===== src/rtl/chance_pkg.sv =====
// Shared types and constants for the stop/answer game (player and scorer).
package chance_pkg;

  typedef enum logic [1:0] {IDLE, GAP, PULSE, DONE} state_e;

  // x^16 + x^14 + x^13 + x^11 + 1, bit 15 is the x^16 term.
  localparam logic [15:0] LFSR_TAPS     = 16'hB400;
  localparam logic [15:0] LFSR_SEED_DEF = 16'hACE1;

  // Counter and sum widths must match the scorer.
  localparam int CNT_W = 4;
  localparam int SUM_W = 7;

  // One Fibonacci step: shift left, XOR of tapped bits enters bit 0.
  function automatic logic [15:0] lfsr_step(input logic [15:0] v);
    return {v[14:0], ^(v & LFSR_TAPS)};
  endfunction

endpackage


===== src/rtl/chance_lfsr16.sv =====
// 16-bit Fibonacci LFSR with load, enable and zero-seed substitution.
module chance_lfsr16
  import chance_pkg::*;
#(
  parameter logic [15:0] SEED = LFSR_SEED_DEF
) (
  input  logic        clk,
  input  logic        reset,
  input  logic        load,
  input  logic        en,
  input  logic [15:0] load_val,
  output logic [15:0] q
);

  logic [15:0] q_q;

  // Load wins over stepping; an all-zero seed would lock up, so swap in SEED.
  always_ff @(posedge clk) begin
    if (reset)     q_q <= SEED;
    else if (load) q_q <= (load_val == 16'd0) ? SEED : load_val;
    else if (en)   q_q <= lfsr_step(q_q);
  end

  assign q = q_q;

endmodule


===== src/rtl/chance_player.sv =====
// Player side of the stop/answer game: emits stop pulses at LFSR-random
// intervals, mirrors the scorer's counter and predicts the scorer's answer.
module chance_player
  import chance_pkg::*;
#(
  parameter int          ROUNDS        = 3,
  parameter int          MIN_GAP       = 2,
  parameter int          GAP_RAND_BITS = 4,
  parameter int          PULSE_W       = 1,
  parameter logic [15:0] LFSR_SEED     = LFSR_SEED_DEF,
  parameter int          CNT_W         = chance_pkg::CNT_W,
  parameter int          SUM_W         = chance_pkg::SUM_W
) (
  input  logic             clk,
  input  logic             reset,
  input  logic             start,
  input  logic             seed_load,
  input  logic [15:0]      seed,
  output logic             stop,
  output logic             busy,
  output logic             done,
  output logic [SUM_W-1:0] expected,
  output logic [3:0]       round_idx
);

  localparam logic [15:0] GAP_MASK  = 16'((32'd1 << GAP_RAND_BITS) - 32'd1);
  localparam logic [15:0] MIN_GAP_V = 16'(MIN_GAP);
  localparam logic [15:0] PW_LAST   = 16'(PULSE_W - 1);
  localparam logic [3:0]  ROUNDS_V  = 4'(ROUNDS);

  state_e             state_q, state_d;
  logic [15:0]        gap_q, gap_d;
  logic [15:0]        pcnt_q, pcnt_d;
  logic [CNT_W-1:0]   m_q, m_d;
  logic [SUM_W-1:0]   sum_q, sum_d;
  logic [SUM_W-1:0]   exp_q, exp_d;
  logic [3:0]         ridx_q, ridx_d;
  logic               stop_q, done_q, done_d;
  logic [15:0]        lfsr;
  logic [15:0]        gap_new;
  logic               in_idle;

  assign in_idle = (state_q == IDLE);

  // LFSR only moves during a game so the gap sequence depends on the seed alone.
  chance_lfsr16 #(.SEED(LFSR_SEED)) u_lfsr (
    .clk      (clk),
    .reset    (reset),
    .load     (in_idle && seed_load),
    .en       (!in_idle),
    .load_val (seed),
    .q        (lfsr)
  );

  assign gap_new = MIN_GAP_V + (lfsr & GAP_MASK);

  // Next-state logic for the game sequencer, mirror counter and running sum.
  always_comb begin
    state_d = state_q;
    gap_d   = gap_q;
    pcnt_d  = pcnt_q;
    m_d     = m_q;
    sum_d   = sum_q;
    exp_d   = exp_q;
    ridx_d  = ridx_q;
    done_d  = 1'b0;
    // Scorer counts only while stop is low; stop_q is exactly what it sees.
    if (!in_idle) m_d = stop_q ? m_q : m_q + 1'b1;
    case (state_q)
      IDLE: begin
        if (!seed_load && start) begin
          m_d     = '0;
          sum_d   = '0;
          ridx_d  = '0;
          exp_d   = '0;
          gap_d   = gap_new;
          state_d = GAP;
        end
      end
      GAP: begin
        gap_d = gap_q - 16'd1;
        if (gap_q == 16'd1) begin
          pcnt_d  = '0;
          state_d = PULSE;
        end
      end
      PULSE: begin
        pcnt_d = pcnt_q + 16'd1;
        // Scorer samples on the rising edge, so only the first cycle adds.
        if (pcnt_q == 16'd0) sum_d = sum_q + SUM_W'(m_q);
        if (pcnt_q == PW_LAST) begin
          ridx_d = ridx_q + 4'd1;
          if (ridx_q + 4'd1 == ROUNDS_V) begin
            state_d = DONE;
          end else begin
            gap_d   = gap_new;
            state_d = GAP;
          end
        end
      end
      DONE: begin
        done_d  = 1'b1;
        exp_d   = sum_q;
        state_d = IDLE;
      end
      default: state_d = IDLE;
    endcase
  end

  // State and output registers; stop is registered from the next state.
  always_ff @(posedge clk) begin
    if (reset) begin
      state_q <= IDLE;
      gap_q   <= '0;
      pcnt_q  <= '0;
      m_q     <= '0;
      sum_q   <= '0;
      exp_q   <= '0;
      ridx_q  <= '0;
      stop_q  <= 1'b0;
      done_q  <= 1'b0;
    end else begin
      state_q <= state_d;
      gap_q   <= gap_d;
      pcnt_q  <= pcnt_d;
      m_q     <= m_d;
      sum_q   <= sum_d;
      exp_q   <= exp_d;
      ridx_q  <= ridx_d;
      stop_q  <= (state_d == PULSE);
      done_q  <= done_d;
    end
  end

  assign stop      = stop_q;
  assign busy      = !in_idle;
  assign done      = done_q;
  assign expected  = exp_q;
  assign round_idx = ridx_q;

endmodule


===== config.mk =====
export PLATFORM = sky130hd
export DESIGN_NAME = chance_player
export DESIGN_NICKNAME = d
export VERILOG_FILES = /design/src/rtl/chance_pkg.sv /design/src/rtl/chance_lfsr16.sv /design/src/rtl/chance_player.sv
export SDC_FILE = /design/constraint.sdc
export NUM_CORES = 1
export LEC_CHECK = 0
export CORE_UTILIZATION = 32
export DETAILED_ROUTE_END_ITERATION = 10
export DONT_BUFFER_PORTS = 1
export GPL_TIMING_DRIVEN = 0
export PLACE_DENSITY = 0.52
export SYNTH_ARGS = -nofsm -noshare
export SYNTH_HDL_FRONTEND = slang
export SYNTH_SLANG_ARGS = --single-unit

===== constraint.sdc =====
create_clock -name clk -period 2.1 [get_ports clk]
set_input_delay 0.315 -clock clk [delete_from_list [all_inputs] [get_ports clk]]
set_output_delay 0.315 -clock clk [all_outputs]
set_load 0.005 [all_outputs]

## After elaboration in Yosys (flattened, before gate mapping)

Index checks and enable logic that the tools add are counted.
Widths: inputs -> output; s select.

- Register bits after elaboration: 74
- Input port bits: 20
- Output and inout bits: 14
- Logic and storage cells: 69

- Add/subtract/negate cells: 6
- Eq/ne operators: 11
- Muxes and demuxes: 26
- Reduce and logical (&&, ||, !) cells: 16

Operator list:

| kind | number |
|---|---|
| $mux 16 | 7 |
| $pmux 16 s3 | 1 |
| $logic_not 16->1 | 2 |
| $pmux 16 s2 | 1 |
| $pmux 7 s2 | 2 |
| $mux 4 | 6 |
| $add 16x1->16 const B | 1 |
| $eq 16x1->1 const B | 1 |
| $reduce_xor 16->1 | 1 |
| $sub 16x1->16 const B | 1 |
| $mux 7 | 2 |
| $add 4x1->4 const B | 2 |
| $mux 2 | 4 |
| $pmux 2 s4 | 1 |
| $pmux 4 s2 | 1 |
| $add 7x4->7 | 1 |
| $eq 2x2->1 const B | 3 |
| $ne 2x2->1 const B | 3 |
| $reduce_bool 2->1 | 3 |
| $add 2x4->5 const A | 1 |
| $eq 4x2->1 const B | 1 |
| $ne 2x1->1 const B | 2 |
| $reduce_and 2->1 | 2 |
| $reduce_and 4->1 | 1 |
| other kinds (7) | 9 |

## Longest topological paths before layout

Gate-level depths: netlist of the first run.

- Depth in word-level cells: 6
- Gate-level depth with buffers: 9

## Hierarchy

A second synthesis of the first run with hierarchy kept.

- Cells, all modules: 450
- Area total of the unflattened synthesis: 3789.9 um2

Modules (own cells, without submodules):

| module | times used | cells each | area an instance (um2) | sequential area each (um2) |
|---|---|---|---|---|
| chance_player | 1 | 363 | 2980.4 | 1161.1 |
| chance_lfsr16 | 1 | 87 | 809.5 | 320.3 |

## Least setup slack after synthesis of the first run

OpenSTA, ideal clock, no wires.

- Path kind: reg2reg
- Start point: register ridx_q[1] (netlist: round_idx[1])
- End point: register gap_q[4]
- Setup time: 0.087 ns
- Data arrival time: 1.714 ns
- Data required time: 2.013 ns
- Setup slack: 0.299 ns
- Stages on the path, launching flop included: 8
- Path buffers: 0
- Path through: dfxtp_1 -> ha_1 -> and2_1 -> a21oi_1 -> o32ai_1 -> o21ai_4 -> o311a_1 -> o31ai_1

- Word-level cells in the longest chain between the ends: 4

Ends and longest elaborated chain:

| what | line | RTL |
|---|---|---|
| start, declared | chance_player.sv:37 | `logic [3:0] ridx_q, ridx_d;` |
| start signal, assigned | chance_player.sv:129 | `ridx_q <= ridx_d;` |
| $add 4x1->4 | chance_player.sv:93 | `if (ridx_q + 4'd1 == ROUNDS_V) begin` |
| $eq 4x2->1 | chance_player.sv:93 |  |
| $ne 2x2->1 (no source line) | n/a |  |
| $reduce_and 4->1 (no source line) | n/a |  |
| end signal, assigned | chance_player.sv:124 | `gap_q <= gap_d;` |
| end, declared | chance_player.sv:32 | `logic [15:0] gap_q, gap_d;` |

Every way passes these cells.
A chain may end at the register's enable or synchronous reset.

## Final worst setup path of the first run

- Start point: register gap_q[7]
- End point: register pcnt_q[14]

- Word-level cells in the longest chain between the ends: 3

Ends and longest elaborated chain:

| what | line | RTL |
|---|---|---|
| $eq 16x1->1 | chance_player.sv:82 | `if (gap_q == 16'd1) begin` |
| $ne 2x2->1 (no source line) | n/a |  |
| $reduce_and 2->1 (no source line) | n/a |  |
| end signal, assigned | chance_player.sv:125 | `pcnt_q <= pcnt_d;` |
| end, declared | chance_player.sv:33 | `logic [15:0] pcnt_q, pcnt_d;` |

Every way passes these cells.

==> results of run 1 <==
stage by stage:
stage | setup TNS, ps | std cells | hold slack, ps
2_1_floorplan | 0 | 439 | 438.2
3_3_place_gp | -155.8 | 579 | 463.4
3_5_place_dp | -534.3 | 579 | 462.4
4_1_cts | 0 | 595 | 145.3
5_1_grt | -39.24 | 595 | 169.0
6_report | 0 | 595 | 155.7
layer usage:
metal / up-vias / wire (µm) / global-route usage (%)
met4: 0 / 88 / 4.857
met2: 47 / 4095 / 24.80
met3: 8 / 350 / 4.327
li1: 1589 / - / -
met1: 1459 / 4197 / 21.07
met5: - / 0 / 0
sequential cells by signal, indices dropped and copies added, names as in the netlist:
name	flops
expected	7
round_idx	4
u_lfsr.q	16
m_q	4
sum_q	7
stop	1
done	1
gap_q	16
state_q	2
pcnt_q	16
layout make-up:
type / count / area share (%)
tap: 140 / 4.142
sequential: 74 / 35.09
inverter: 8 / 0.7101
clock buffer: 12 / 6.065
clock inverter: 4 / 1.746
multi-input combinational: 335 / 49.73
buffer: 22 / 2.515
how the worst max path moves through the flow:
stage,start,end,slack (ps),depth (start not counted)
floorplan,round_idx[1],gap_q[4],300,7
global placement,round_idx[0],gap_q[4],-70,7
detailed placement,round_idx[0],gap_q[4],-80,7
CTS,pcnt_q[0],gap_q[0],30,8
global route,pcnt_q[0],sum_q[5],-20,8
finish,gap_q[7],pcnt_q[14],120,7
cells by family (layout without fill, tap and decap cells):
family / Yosys count / in the layout
xor gates and xnor gates: 20 / 20
AOI/OAI and AO/OA: 100 / 100
and+or+nand+nor: 187 / 187
DFF: 74 / 74
adders and majority gates: 13 / 13
buffers and inverters: 30 / 46
muxes: 15 / 15
timing repair:
action                     CTS  global route
pin swaps                    0             3
buffers inserted             0             0
setup endpoints to repair   18             6
gates resized for setup      3            10
hold buffers                 0             0
power groups by stage:
| stage | clock (mW) | sequential, mW | combinational [mW] |
|---|---|---|---|
| after detailed placement | 0 | 1.62 | 0.567 |
| final | 1.69 | 1.59 | 0.569 |
| after global placement | 0 | 1.61 | 0.559 |
| after floorplan | 0 | 1.60 | 0.460 |
| after CTS | 1.74 | 1.59 | 0.572 |
| after global routing | 1.80 | 1.60 | 0.637 |
placed cells by master, fill, tap and decap left out, drive strengths merged, types with 2 or more instances in the layout:
cell and instances:
bufinv 2, buf 10, o21bai 2, o21a 2
and4 2, nand3 22, o21ai 20, o22ai 7
nor3 8, and3 3, nor2 57, mux2i 12
a21o 2, nand4 6, nand4b 2, and2 3
nor4b 2, xor2 12, inv 8, ha 12
nand2 46, clkbuf 24, nand3b 6, a21oi 45
clkinv 2, nand2b 3, nor4 11, dfxtp 74
a311oi 6, nor2b 7, a211oi 8, xnor2 8
or3 3, mux2 3, or2 3, nor3b 2
==> impl_metrics.ini, run 1 <==
[outcome]
status = finished, final reports clean

[clocking]
cts_buffers = 9
clkTransAtPathRegs_ps = 60
clkSinkCount = 74
cts_htree_levels = 3
cts_tree = yes
insertion_delay_ps = 330
cts_root_buf = clkbuf_16
clockBufferDepth = 2

[finish]
nFillCells = 1176
nets = 483
drive_gt1_share_pct = 10.77
multi_input_area_mm2 = 0.002103
finalCoreUtilization_pct = 38.34
num_antenna_cells = 0
seqCellArea_mm2 = 0.001484
stdcell_area_mm2 = 0.004229
syn_to_final_growth_pct = 14.77

[synth]
async_flop_share_pct = 0
yosysUniqueCellTypes = 59
synth_seq_area_share_pct = 40.20
syn_area_mm2 = 0.003685
yosys.area_share.adder_pct = 4.618
yosys.area_share.simple_pct = 26.18
synthTopCellsByCount = dfxtp_1 (74), nor2_1 (56), a21oi_1 (45), nand2_1 (45), nand3_1 (22)
ys_ff_latch = 74
synth.avg_cell_area_um2 = 8.394
syn_nets = 472
synth-compound-area-share_pct = 16.50
muxShareOfSynthArea_pct = 4.177
yosysWarnings = 0
synth.most_common_cell = dfxtp_1
postSynthCellCount = 439
ys.flop_type = dfxtp_1
synth_xor_area_share_pct = 4.754
synth_edf_count = 0
synth_top_family_by_area = simple AND/OR/NAND/NOR gates
synth.top_cell.area_share_pct = 40.20
synthTopCellsByArea = dfxtp_1 (40%), a21oi_1 (6.1%), nor2_1 (5.7%)
synth_top_cell_by_area = dfxtp_1

[sta]
tightest_slew_ps = 617.4
finalCritPeriodShare_pct = 94.21
setup_ws_ps = 121.7
timing.fmax_mhz = 505.5
drv_slew = 0
hold_viol = 0
period_minus_slack_ps = 1978
setup_viol = 0
maxSlewHeadroom_pct = 58.76
skew_ps = 11.66

[power_and_ir_drop]
power_frac_clock_pct = 44.0
p_leak_nw = 1.525
power_density_mw_per_mm2 = 910.3
p_int_mw = 2.847
sequentialPowerShare_pct = 41.2
power_mw = 3.850
p_sw_mw = 1.002
ir_worst_vdd_v = 0.0003123
combPwrFrac_pct = 14.8
swShare_pct = 26.04

[detailed_routing]
wl_per_cell_um = 14.67
dr.first_iter.drc_count = 114
dr.pass1.iters = 6
viasPerCell = 5.215
num_vias = 3103
drc = 0
drt_wl_total_um = 8731
drtAntennaViolNets = 0

[grt]
grt_pass1_vias = 2902
antenna_found_initial = 0
grt_overflow = 0
grtUsageTotal_pct = 15.80
grt_max_degree = 13
grt_pass1_wl_um = 14540

[hold_path]
whs_path_depth = 2
hold_start = seed[0]
whs_endpoint = u_lfsr.q[0]
min_path_type = input port to flip-flop

[worst_setup_path]
end_kind = flip-flop
path_cells = nor4_4 -> nand3b_1 -> or3_1 -> buf_6 -> and2_4 -> o21ai_2 -> a21oi_1
slowest_delay_ps = 410
timing.rr.end = pcnt_q[14]
cp.required_ps = 2290
reg2regPathDepth = 7
rrSetupSlack_ps = 120
crit_buf_inv = 1
cpLargestDelayFamily = simple AND/OR/NAND/NOR gates
crit_arrival_ps = 2170
cp_max_fo = 10
cp_slowest_cell = or3_1
crit_type = flip-flop to flip-flop
start_kind = flip-flop
reg2reg_from = gap_q[7]

[floorplan]
coreArea_mm2 = 0.01103
fp-row-count = 38
die_width_um = 109.3
dieArea_mm2 = 0.01195
io_pins = 34
initial_utilization_pct = 33.41
die_y_um = 109.3

[placement]
io_buffers = 0
post_dp_cell_area_mm2 = 0.003860
routabilityCongestion = 0.8229
pre_cts_ws_ps = -81.66
dpl.hpwl_um = 6223

[run]
maxCapViolCount = 0
Note: power is estimated with default switching activity, not from simulation.
==> inputs of run 2 (changes only) <==
--- a/config.mk
+++ b/config.mk
@@ -5,11 +5,12 @@
 export SDC_FILE = /design/constraint.sdc
 export NUM_CORES = 1
 export LEC_CHECK = 0
+export CORE_MARGIN = 1.5
 export CORE_UTILIZATION = 32
 export DETAILED_ROUTE_END_ITERATION = 10
 export DONT_BUFFER_PORTS = 1
-export GPL_TIMING_DRIVEN = 0
 export PLACE_DENSITY = 0.52
+export RECOVER_POWER = 50
 export SYNTH_ARGS = -nofsm -noshare
 export SYNTH_HDL_FRONTEND = slang
 export SYNTH_SLANG_ARGS = --single-unit
==> impl_metrics.ini, run 2 (synthesized netlist as in run 1, its figures left out) <==
[outcome]
status = finished, final reports clean

[worst_setup_path]
end_kind = flip-flop
crit_start = pcnt_q[0]
start_kind = flip-flop
timing.rr.end = gap_q[0]
reg2regPathDepth = 8
crit_type = flip-flop to flip-flop
crit_arrival_ps = 2200
cp_max_fo = 7
reg2reg_from = pcnt_q[0]
cp.required_ps = 2340
rrSetupSlack_ps = 140

[detailed_routing]
drc = 0
dr.pass1.iters = 4
drtAntennaViolNets = 0
dr.first_iter.drc_count = 120
viasPerCell = 5.231
drt_wl_total_um = 8432
wl_per_cell_um = 14.24
num_vias = 3097

[clocking]
clkSinkCount = 74
cts_setup_buffers = 0
cts_tree = yes
clockBufferDepth = 2
ctsHoldBuffers = 0
cts_htree_levels = 3
cts_buffers = 9
insertion_delay_ps = 330
clkTransAtPathRegs_ps = 60
cts_root_buf = clkbuf_16

[sta]
hold_viol = 0
skew_ps = 8.029
finalCritPeriodShare_pct = 93.34
tightest_slew_ps = 542.0
drv_slew = 0
period_minus_slack_ps = 1960
maxSlewHeadroom_pct = 63.87
timing.hold.ws_ps = 53.33
setup_viol = 0
timing.fmax_mhz = 510.2

[finish]
stdcell_area_mm2 = 0.004200
multi_input_area_mm2 = 0.002085
syn_to_final_growth_pct = 13.99
mostFrequentLayoutCells = dfxtp_1 (74), nor2_1 (56), nand2_1 (45), a21oi_1 (45), nand3_1 (22)
mostFrequentLayoutCell = dfxtp_1
seqCellArea_mm2 = 0.001481
num_antenna_cells = 0
drive_gt1_share_pct = 11.14
nets = 478
nFillCells = 1185

[floorplan]
die_width_um = 110.3
dieArea_mm2 = 0.01217
coreArea_mm2 = 0.01132
fp-row-count = 39
initial_utilization_pct = 32.55
die_y_um = 110.3
io_pins = 34

[grt]
grt_pass1_wl_um = 14460
grt_overflow = 0
grt_max_degree = 59
grtUsageTotal_pct = 15.30
antenna_found_initial = 0
grt_pass1_vias = 3017

[run]
maxCapViolCount = 0

[hold_path]
whs_path_depth = 1
hold_start = reset
whs_endpoint = done
min_path_type = input port to flip-flop

[placement]
dpl.hpwl_um = 5892
routabilityCongestion = 0.8247
io_buffers = 0
post_dp_cell_area_mm2 = 0.003890

[power_and_ir_drop]
p_leak_nw = 1.523
power_density_mw_per_mm2 = 882.5
ir_worst_vdd_v = 0.0003311
-- run 2: how the worst max path moves through the flow --
stage,end,slack [ps],cells after the start
after floorplan,gap_q[4],300,7
after global placement,sum_q[1],150,9
after detailed placement,pcnt_q[14],90,6
after CTS,pcnt_q[14],90,6
after global routing,gap_q[0],-4,8
final,gap_q[0],140,8
-- run 2: through the flow --
step	total power [mW]	instances	util, %	TNS, ps	worst slack [ps]
floorplan	2.056	439	-	0	299.2
global placement	2.149	577	34.36	0	147.6
detailed placement	2.160	577	34.36	0	93.20
CTS	3.755	592	37.06	0	86.75
global route	3.893	592	37.10	-3.510	-3.510
finish	3.707	592	37.10	0	139.8
-- run 2: area by class of cell --
type                       count  share of cell area, %
timing repair buffer          17                  2.860
clock buffer                  13                  6.434
inverter                       8                 0.7149
tap                          143                  4.260
sequential                    74                  35.27
multi-input combinational    335                  49.63
clock inverter                 2                 0.8341
-- run 2: repair_timing --
item                       in CTS  in global routing
setup endpoints to repair       0                 15
hold endpoints to repair        0                  0
resized for setup               0                  4
-- run 2: worst max-delay path: stages, from the launching register on --
cell      delay (ps)
dfxtp_1          330
inv_1             80
ha_1             140
nor4b_2          200
and4_2           320
nand2_2          110
o21ai_4          280
a21oi_1          120
a221oi_1         280
-- run 2: per-layer routing --
metal | up-vias | track usage (%) | part of all wire, %
met5 | - | 0 | 0
met4 | 0 | 5.495 | 1.6
met3 | 9 | 3.821 | 3.7
met2 | 36 | 25.04 | 47
met1 | 1478 | 19.47 | 48
li1 | 1574 | - | -
-- run 2: power breakdown --
group / switching, mW / internal (mW)
Sequential: 0.0966 / 1.50
Clock: 0.570 / 1.01
Combinational: 0.285 / 0.248
Total: 0.952 / 2.75
